`src/rtl/frame_pkg.sv`:
```
// Shared constants, write-side FSM states and header helpers for the frame payload buffer.
package frame_pkg;

    localparam logic [7:0] HDR_LSB_A = 8'hAA;
    localparam logic [7:0] HDR_MSB_A = 8'hAF;
    localparam logic [7:0] HDR_LSB_B = 8'h55;
    localparam logic [7:0] HDR_MSB_B = 8'hBA;

    localparam int PAYLOAD_LEN = 10;
    localparam int FRAME_LEN   = 12;

    localparam logic [3:0] POS_HDR   = 4'd0;
    localparam logic [3:0] POS_FIRST = 4'd1;
    localparam logic [3:0] POS_LAST  = 4'(PAYLOAD_LEN);
    localparam logic [3:0] IDX_LAST  = 4'(PAYLOAD_LEN - 1);

    typedef enum logic [1:0] {
        S_IDLE,
        S_ARMED,
        S_CAPTURE,
        S_DROP
    } wr_state_t;

    // The aligner reports position 0 on the second header byte, so only that byte arms capture.
    function automatic logic is_arm_byte(input logic [7:0] b);
        return (b == HDR_MSB_A) || (b == HDR_MSB_B);
    endfunction

    function automatic logic hdr_type_of(input logic [7:0] b);
        return (b == HDR_MSB_B);
    endfunction

endpackage

```
`src/rtl/frame_slot_fifo.sv`:
```
// Frame-slot FIFO: payload storage per slot, header type per slot, commit/free pointers and occupancy.
module frame_slot_fifo
    import frame_pkg::*;
#(
    parameter int FRAME_SLOTS = 2
) (
    input  logic       clk,
    input  logic       reset,
    input  logic       wr_en,
    input  logic [3:0] wr_idx,
    input  logic [7:0] wr_data,
    input  logic       commit,
    input  logic       commit_hdr,
    input  logic       free,
    input  logic [3:0] rd_idx,
    output logic [7:0] rd_data,
    output logic       rd_hdr,
    output logic       empty,
    output logic       full
);

    localparam int SLOT_W = (FRAME_SLOTS > 1) ? $clog2(FRAME_SLOTS) : 1;

    logic [7:0]        mem      [FRAME_SLOTS][PAYLOAD_LEN];
    logic              slot_hdr [FRAME_SLOTS];
    logic [SLOT_W-1:0] wr_ptr;
    logic [SLOT_W-1:0] rd_ptr;
    logic [SLOT_W:0]   count;

    // Payload bytes land in the uncommitted write slot; nothing is visible until commit bumps occupancy.
    always_ff @(posedge clk) begin
        if (wr_en) begin
            mem[wr_ptr][wr_idx] <= wr_data;
        end
        if (commit) begin
            slot_hdr[wr_ptr] <= commit_hdr;
        end
    end

    always_ff @(posedge clk or posedge reset) begin
        if (reset) begin
            wr_ptr <= '0;
            rd_ptr <= '0;
            count  <= '0;
        end else begin
            if (commit) begin
                wr_ptr <= wr_ptr + SLOT_W'(1);
            end
            if (free) begin
                rd_ptr <= rd_ptr + SLOT_W'(1);
            end
            case ({commit, free})
                2'b10:   count <= count + (SLOT_W + 1)'(1);
                2'b01:   count <= count - (SLOT_W + 1)'(1);
                default: count <= count;
            endcase
        end
    end

    assign rd_data = mem[rd_ptr][rd_idx];
    assign rd_hdr  = slot_hdr[rd_ptr];
    assign empty   = (count == '0);
    assign full    = (count == (SLOT_W + 1)'(FRAME_SLOTS));

endmodule

```
`src/rtl/frame_payload_buffer.sv`:
```
// Extracts the 10 payload bytes of each aligned frame, buffers whole frames and streams them out.
module frame_payload_buffer
    import frame_pkg::*;
#(
    parameter int FRAME_SLOTS = 2
) (
    input  logic       clk,
    input  logic       reset,
    input  logic [7:0] rx_data,
    input  logic [3:0] fr_byte_position,
    input  logic       frame_detect,
    output logic [7:0] m_data,
    output logic       m_valid,
    input  logic       m_ready,
    output logic       m_sof,
    output logic       m_eof,
    output logic       m_hdr_type,
    output logic [7:0] drop_count
);

    wr_state_t  state;
    wr_state_t  state_next;
    logic [3:0] pos_q;
    logic       hdr_q;
    logic       arm_cycle;
    logic       seq_ok;
    logic       at_first;
    logic       at_last;
    logic       wr_en;
    logic       commit;
    logic       drop_inc;
    logic       arm_take;
    logic       fifo_full;
    logic       fifo_empty;
    logic [7:0] rd_data;
    logic       rd_hdr;
    logic [3:0] rd_idx;
    logic       xfer;
    logic       free;

    assign arm_cycle = (fr_byte_position == POS_HDR) && is_arm_byte(rx_data);
    assign seq_ok    = (fr_byte_position == pos_q + 4'd1);
    assign at_first  = (fr_byte_position == POS_FIRST);
    assign at_last   = (fr_byte_position == POS_LAST);

    always_ff @(posedge clk or posedge reset) begin
        if (reset) begin
            state <= S_IDLE;
        end else begin
            state <= state_next;
        end
    end

    always_comb begin
        state_next = state;
        case (state)
            S_IDLE: begin
                if (arm_cycle) state_next = S_ARMED;
            end
            S_ARMED: begin
                if (at_first)       state_next = fifo_full ? S_DROP : S_CAPTURE;
                else if (arm_cycle) state_next = S_ARMED;
                else                state_next = S_IDLE;
            end
            S_CAPTURE, S_DROP: begin
                if (!seq_ok)      state_next = arm_cycle ? S_ARMED : S_IDLE;
                else if (at_last) state_next = S_IDLE;
            end
            default: state_next = S_IDLE;
        endcase
    end

    // A broken sequence aborts the frame; the same cycle may re-arm if it carries a valid header byte.
    always_comb begin
        wr_en    = 1'b0;
        commit   = 1'b0;
        drop_inc = 1'b0;
        arm_take = 1'b0;
        case (state)
            S_IDLE: begin
                arm_take = arm_cycle;
            end
            S_ARMED: begin
                if (at_first) wr_en    = !fifo_full;
                else          arm_take = arm_cycle;
            end
            S_CAPTURE: begin
                if (!seq_ok) begin
                    arm_take = arm_cycle;
                end else begin
                    wr_en  = 1'b1;
                    commit = at_last && frame_detect;
                end
            end
            S_DROP: begin
                if (!seq_ok) arm_take = arm_cycle;
                else         drop_inc = at_last;
            end
            default: ;
        endcase
    end

    always_ff @(posedge clk or posedge reset) begin
        if (reset) begin
            pos_q <= '0;
            hdr_q <= 1'b0;
        end else begin
            pos_q <= fr_byte_position;
            if (arm_take) begin
                hdr_q <= hdr_type_of(rx_data);
            end
        end
    end

    always_ff @(posedge clk or posedge reset) begin
        if (reset) begin
            drop_count <= '0;
        end else if (drop_inc && (drop_count != 8'hFF)) begin
            drop_count <= drop_count + 8'd1;
        end
    end

    frame_slot_fifo #(
        .FRAME_SLOTS(FRAME_SLOTS)
    ) u_fifo (
        .clk       (clk),
        .reset     (reset),
        .wr_en     (wr_en),
        .wr_idx    (fr_byte_position - 4'd1),
        .wr_data   (rx_data),
        .commit    (commit),
        .commit_hdr(hdr_q),
        .free      (free),
        .rd_idx    (rd_idx),
        .rd_data   (rd_data),
        .rd_hdr    (rd_hdr),
        .empty     (fifo_empty),
        .full      (fifo_full)
    );

    assign xfer = m_valid && m_ready;
    assign free = xfer && (rd_idx == IDX_LAST);

    always_ff @(posedge clk or posedge reset) begin
        if (reset) begin
            rd_idx <= '0;
        end else if (xfer) begin
            rd_idx <= (rd_idx == IDX_LAST) ? 4'd0 : rd_idx + 4'd1;
        end
    end

    // Outputs are forced to zero while empty so uninitialised slot storage never leaks out.
    assign m_valid    = !fifo_empty;
    assign m_data     = m_valid ? rd_data : 8'h00;
    assign m_hdr_type = m_valid && rd_hdr;
    assign m_sof      = m_valid && (rd_idx == 4'd0);
    assign m_eof      = m_valid && (rd_idx == IDX_LAST);

endmodule

```
`config.mk`:
```
export PLATFORM = sky130hd
export DESIGN_NAME = frame_payload_buffer
export DESIGN_NICKNAME = d
export VERILOG_FILES = /design/src/rtl/frame_pkg.sv /design/src/rtl/frame_slot_fifo.sv /design/src/rtl/frame_payload_buffer.sv
export SDC_FILE = /design/constraint.sdc
export NUM_CORES = 1
export LEC_CHECK = 0
export BUFFER_PORTS_ARGS = -buffer_cell sky130_fd_sc_hd__buf_2
export CORE_ASPECT_RATIO = 0.6
export CORE_UTILIZATION = 45
export CTS_BUF_LIST = sky130_fd_sc_hd__clkbuf_8
export CTS_CLUSTER_SIZE = 14
export DETAILED_ROUTE_END_ITERATION = 10
export PLACE_DENSITY = 0.6
export SLEW_MARGIN = 25
export SYNTH_ARGS = -nofsm -noshare
export SYNTH_HDL_FRONTEND = slang
export SYNTH_SLANG_ARGS = --single-unit
```
`constraint.sdc`:
```
create_clock -name clk -period 4.1 [get_ports clk]
set_input_delay 0.205 -clock clk [delete_from_list [all_inputs] [get_ports clk]]
set_output_delay 0.205 -clock clk [all_outputs]
set_load 0.005 [all_outputs]
```
=== Word-level counts from Yosys, hierarchy flattened ===
Memory sizes are Yosys's and may differ from the RTL's.
Cells that the tools add are included.

* RAM bits: 162
* Memories kept: 2
* Word-level logic and storage cells: 86
* Input port bits: 16
* Output and inout port bits: 20
* Register bits: 23

* Multiplexer cells: 29
* Order comparisons: 3
* Bitwise operators: 2
* Reduce and logical (&&, ||, !) cells: 19
* Add/sub/neg operators: 8
* Equality and inequality tests: 15

{| class="wikitable"
|+ Memories
! memory !! depth !! bits a word !! read ports !! clocked after memory_dff !! write ports !! RTL line !! source
|-
| u_fifo.mem || 2 || 80 || 1 || 0 || 1 || frame_slot_fifo.sv:24 || <nowiki>logic [7:0] mem [FRAME_SLOTS][PAYLOAD_LEN];</nowiki>
|-
| u_fifo.slot_hdr || 2 || 1 || 1 || 0 || 1 || frame_slot_fifo.sv:25 || <nowiki>logic slot_hdr [FRAME_SLOTS];</nowiki>
|}

{| class="wikitable"
|+ Operator list
! kind !! number
|-
| 2-to-1 mux 80 bit || 1
|-
| binary-select mux 8 bit (select 4 bit) || 1
|-
| demux 8 bit (select 4 bit) || 1
|-
| 2-to-1 mux 8 bit || 4
|-
| == test 8 bit (second input constant) || 2
|-
| 2-to-1 mux 1 bit || 13
|-
| greater-or-equal comparator 5 bit (second input constant) || 2
|-
| NOT 4 -> 5 bit || 2
|-
| logical AND 1 bit || 9
|-
| adder 4 x 1 -> 4 bit (second input constant) || 2
|-
| adder 8 x 1 -> 8 bit (second input constant) || 1
|-
| == test 2 bit (second input constant) || 4
|-
| == test 4 bit (second input constant) || 2
|-
| zero test 4 bit || 2
|-
| 2-to-1 mux 2 bit || 4
|-
| inequality test 8 bit (second input constant) || 1
|-
| one-hot mux 2 bit (3 select lines) || 1
|-
| less-than comparator 5 x 1 -> 1 bit (second input constant) || 1
|-
| == test 2 x 1 -> 1 bit (second input constant) || 2
|-
| == test 4 x 1 -> 1 bit (second input constant) || 1
|-
| == test 4 bit || 1
|-
| zero test 2 bit || 2
|-
| 2-to-1 mux 4 bit || 1
|-
| one-hot mux 2 bit (2 select lines) || 1
|-
| 13 further kinds || 15
|}

=== Depth between registers and ports, before layout ===
* Depth in word-level cells: 7
* Depth in mapped cells: 9
* Depth with buffers taken out: 9

=== By module ===
A second synthesis with hierarchy kept.

* Cells, all modules: 482
* Area total of the unflattened synthesis: 7,926.4 sq um

{| class="wikitable"
|+ Modules (own cells, without submodules)
! module !! cells an instance !! sequential area each (sq um) !! instances !! area an instance (sq um)
|-
| frame_slot_fifo || 350 || 4,964.8 || 1 || 6,657.6
|-
| frame_payload_buffer || 132 || 475.5 || 1 || 1,268.7
|}

=== Worst setup path before layout ===
No wires, ideal clock.

* Kind: flip-flop to flip-flop
* From: register pos_q[0]
* To: memory u_fifo.mem[0][48] in the netlist's numbering, enable pin
* Stages on the path, launching flop included: 7
* Arrival: 2.419 ns
* Setup time: 0.395 ns
* Path slack: 1.287 ns
* Required time: 3.705 ns
* Cells stage by stage: dfrtp_1 ha_1 xor3_1 nor3_2 and3_4 o21ai_2 nor4_1

* Longest elaborated chain between the ends: 6

{| class="wikitable"
|+ Ends and longest elaborated chain
! item !! RTL line !! source
|-
| start, declared || frame_payload_buffer.sv:23 || <nowiki>logic [3:0] pos_q;</nowiki>
|-
| start signal, assigned || frame_payload_buffer.sv:108 || <nowiki>pos_q <= fr_byte_position;</nowiki>
|-
| adder 4 x 1 -> 4 bit || frame_payload_buffer.sv:42 || <nowiki>assign seq_ok = (fr_byte_position == pos_q + 4'd1);</nowiki>
|-
| == test 4 bit || frame_payload_buffer.sv:42 ||
|-
| 2-to-1 mux 1 bit || frame_payload_buffer.sv:88 || <nowiki>if (!seq_ok) begin</nowiki>
|-
| one-hot mux 1 bit (2 select lines) || frame_payload_buffer.sv:79 || <nowiki>case (state)</nowiki>
|-
| 2-to-1 mux 1 bit || frame_slot_fifo.sv:32 || <nowiki>if (wr_en) begin</nowiki>
|-
| 2-to-1 mux 80 bit (not written as such) || frame_slot_fifo.sv:33 || <nowiki>mem[wr_ptr][wr_idx] <= wr_data;</nowiki>
|-
| end, declared || frame_slot_fifo.sv:24 ||
|}

Every way passes these cells.

=== Worst setup path after layout ===
* From: register pos_q[0]
* To: memory u_fifo.mem[0][71] in the netlist's numbering, enable pin

Same word-level chain as after synthesis.

==> impl_metrics.py <==
metrics = {
    "pwr": {
        "comb_power_share_pct": 6.3,
        "vdd_ir_drop_max_v": 0.000248,
        "seqPwrFrac_pct": 58.2,
        "power_density_nw_per_um2": 414,
        "intPower_mw": 2.71,
        "switchingPower_mw": 0.858,
        "clock_power_share_pct": 35.5,
        "swShare_pct": 24.1,
        "power_leakage_nw": 2.85,
        "finalPower_mw": 3.57,
    },
    "die": {
        "core_um2": 16500,
        "die_h_um": 104,
        "placementRows": 36,
        "start_util_pct": 46.8,
        "num_io_pins": 36,
        "chipWidth_um": 171,
        "dieArea_um2": 17700,
    },
    "clocking": {
        "htree_levels": 4,
        "path_clk_slew_ns": 0.11,
        "clock_path_buffers": 2,
        "cts_made_buffers": 17,
        "ctsRootBufferMaster": "clkbuf_8",
        "cts-resized-gates": 0,
        "clock_latency_ns": 0.46,
        "clock_sinks": 185,
        "cts_tree": "yes",
    },
    "placed_design": {
        "postPlaceCellArea_um2": 8160,
        "port_buffers": 35,
        "placed_cells": 678,
        "dpl.hpwl_um": 11300,
        "place_congestion": 0.814,
    },
    "drt": {
        "drc_errors": 0,
        "vias": 4049,
        "first_pass_iters": 5,
        "drt_iter0_drc": 527,
        "final_antenna_net_count": 0,
        "wl_per_cell_um": 23.5,
        "vias_per_cell": 5.67,
        "drt_wl_total_um": 16800,
    },
    "finish": {
        "antenna_cells": 0,
        "syn2layout_area_growth_pct": 11.4,
        "final_cell_mix": "edfxtp_1 (162), mux4_2 (40), buf_2 (35)",
        "fin_area_um2": 8610,
        "drive_gt1_share_pct": 27.2,
        "fin_nets": 497,
        "final_common_cell": "edfxtp_1",
        "fillers": 1348,
        "fin_cells": 714,
    },
    "sta": {
        "tightest_slew_ns": 0.845,
        "period_minus_slack_ns": 3.03,
        "fin_worst_skew_ns": 0.0131,
        "rsz0062_at_grt": "false",
        "setup_viol": 0,
        "fin_crit_sh_pct": 73.9,
        "slew_headroom_pct": 43.7,
        "timing.fmax_mhz": 330,
        "hold_viol": 0,
        "drv_slew": 0,
        "hold_ws_ns": 0.0229,
        "fin_tns_setup_ns": 0,
    },
    "yosys": {
        "syn-num-nets": 451,
        "avgSynthCellArea_um2": 18.1,
        "syn_inst": 427,
        "ys_types": 50,
        "async_flop_share_pct": 12.4,
        "ys_seq_area_share_pct": 70.4,
        "synth-edff-count": 162,
        "syn_area_um2": 7730,
        "synth_warnings": 0,
        "synth_seq_cells": 185,
        "synthFlopType": "edfxtp_1",
    },
    "worst_setup_path": {
        "worstPathArrival_ns": 3.12,
        "r2r-start": "pos_q[0]$_DFF_PP0_",
        "cp.buffers_inverters": 0,
        "start_kind": "flip-flop",
        "cp_slowest_stage_delay_ns": 0.69,
        "cpMaxStageDelayCell": "nor2_1",
        "worstPathCellList": "ha_1 > xor3_1 > nor3_2 > and3_4 > nand4b_1 > nor2_1",
        "cp_data_required_time_ns": 4.19,
        "crit_path_end_kind": "flip-flop",
        "crit_family": "simple AND/OR/NAND/NOR gates",
        "crit_fanout": 8,
        "crit_start": "pos_q[0]$_DFF_PP0_",
        "path_class": "flip-flop to flip-flop",
    },
    "global_routing": {
        "grt_pass1_vias": 4040,
        "track_usage_pct": 20.6,
        "grt_overflow": 0,
        "antenna_found_initial": 0,
        "grt_max_degree": 43,
        "grt_pass1_wl_um": 25700,
    },
    "outcome": {
        "status": "finished, final reports clean",
    },
    "job": {
        "drv_cap": 0,
    },
    "hold_path": {
        "hp-start": "fr_byte_position[1]",
        "holdCritPathClass": "primary input to flip-flop",
    },
}
==> cells in the mapped netlist (5+ instances only) <==
library cell | instances | share of area [%]
buf_2 | 6 | 0.39
clkbuf_1 | 6 | 0.29
dfrtp_1 | 23 | 7.4
edfxtp_1 | 162 | 63
ha_1 | 8 | 1.3
inv_1 | 11 | 0.53
mux2i_1 | 16 | 2.1
mux4_2 | 40 | 12
nand2_1 | 18 | 0.87
nand3_1 | 5 | 0.32
nand4_1 | 6 | 0.49
nor2_1 | 24 | 1.2
nor2b_1 | 6 | 0.49
nor3_1 | 6 | 0.39
o21ai_0 | 11 | 0.71
o22ai_1 | 5 | 0.40
xnor2_1 | 14 | 1.6
==> state kept, by name (all words and copies together) (netlist names) <==
register,count
drop_count,8
hdr_q,1
pos_q,4
rd_idx,4
state,2
u_fifo.count,2
u_fifo.mem,160
u_fifo.rd_ptr,1
u_fifo.slot_hdr,2
u_fifo.wr_ptr,1
==> metal layers <==
metal	vias to the layer above	track usage (%)	share of wire, %
met5	-	0	0
met4	0	5.80	0.97
met3	13	4.13	5.9
met2	127	27.8	43
met1	2126	33.4	50
li1	1783	-	-
==> per-stage QoR <==
stage	worst slack [ns]	util [%]
after floorplan	1.29	-
after global placement	1.21	49.3
after detailed placement	1.12	49.3
after CTS	1.06	52.1
after global routing	0.944	52.1
final	1.07	52.1
==> power by group through the flow <==
| stage | sequential [mW] | clock (mW) | combinational (mW) |
|---|---|---|---|
| finish | 2.08 | 1.27 | 0.224 |
| floorplan | 2.10 | 0 | 0.147 |
| global placement | 2.12 | 0 | 0.213 |
| global route | 2.08 | 1.35 | 0.244 |
| detailed placement | 2.12 | 0 | 0.220 |
| CTS | 2.08 | 1.28 | 0.224 |
==> final timing paths <==
| kind | end | slack, ns | depth (start not counted) |
|---|---|---|---|
| min | pos_q[1]$_DFF_PP0_ | 0.02 | 1 |
| max in group asynchronous | rd_idx[0]$_DFFE_PP0P_ | 3.34 | 3 |
| max reg2reg | u_fifo.mem[0][71]$_DFFE_PP_ | 1.07 | 6 |
| min in group asynchronous | drop_count[5]$_DFFE_PP0P_ | 0.34 | 3 |
| min reg2reg | drop_count[5]$_DFFE_PP0P_ | 0.50 | 1 |
| max | u_fifo.mem[0][71]$_DFFE_PP_ | 1.07 | 6 |
==> cell type report <==
type | count | area, um^2 | area share, %
Clock buffer | 17 | 234 | 2.72
Clock inverter | 15 | 181 | 2.11
Inverter | 11 | 41.3 | 0.479
Multi-Input combinational cell | 210 | 2130 | 24.8
Sequential cell | 185 | 5440 | 63.2
Tap cell | 228 | 285 | 3.31
Timing Repair Buffer | 48 | 295 | 3.43
==> what timing repair did <==
action,4_1_cts,5_1_grt
hold buffers,4,0
hold endpoints to repair,22,0
setup buffers,0,0
==> kinds of logic after synthesis <==
kind of cell / after synthesis / synth area share (%)
multiplexers: 59 / 14.2
buffers and inverters: 32 / 2.04
flip-flops: 185 / 70.4
adder cells (fa/ha/maj): 8 / 1.29
XOR/XNOR: 19 / 2.35
AO/OA/AOI/OAI: 32 / 2.88
AND/OR/NAND/NOR: 92 / 6.91
(Power assumes the default switching activity.)
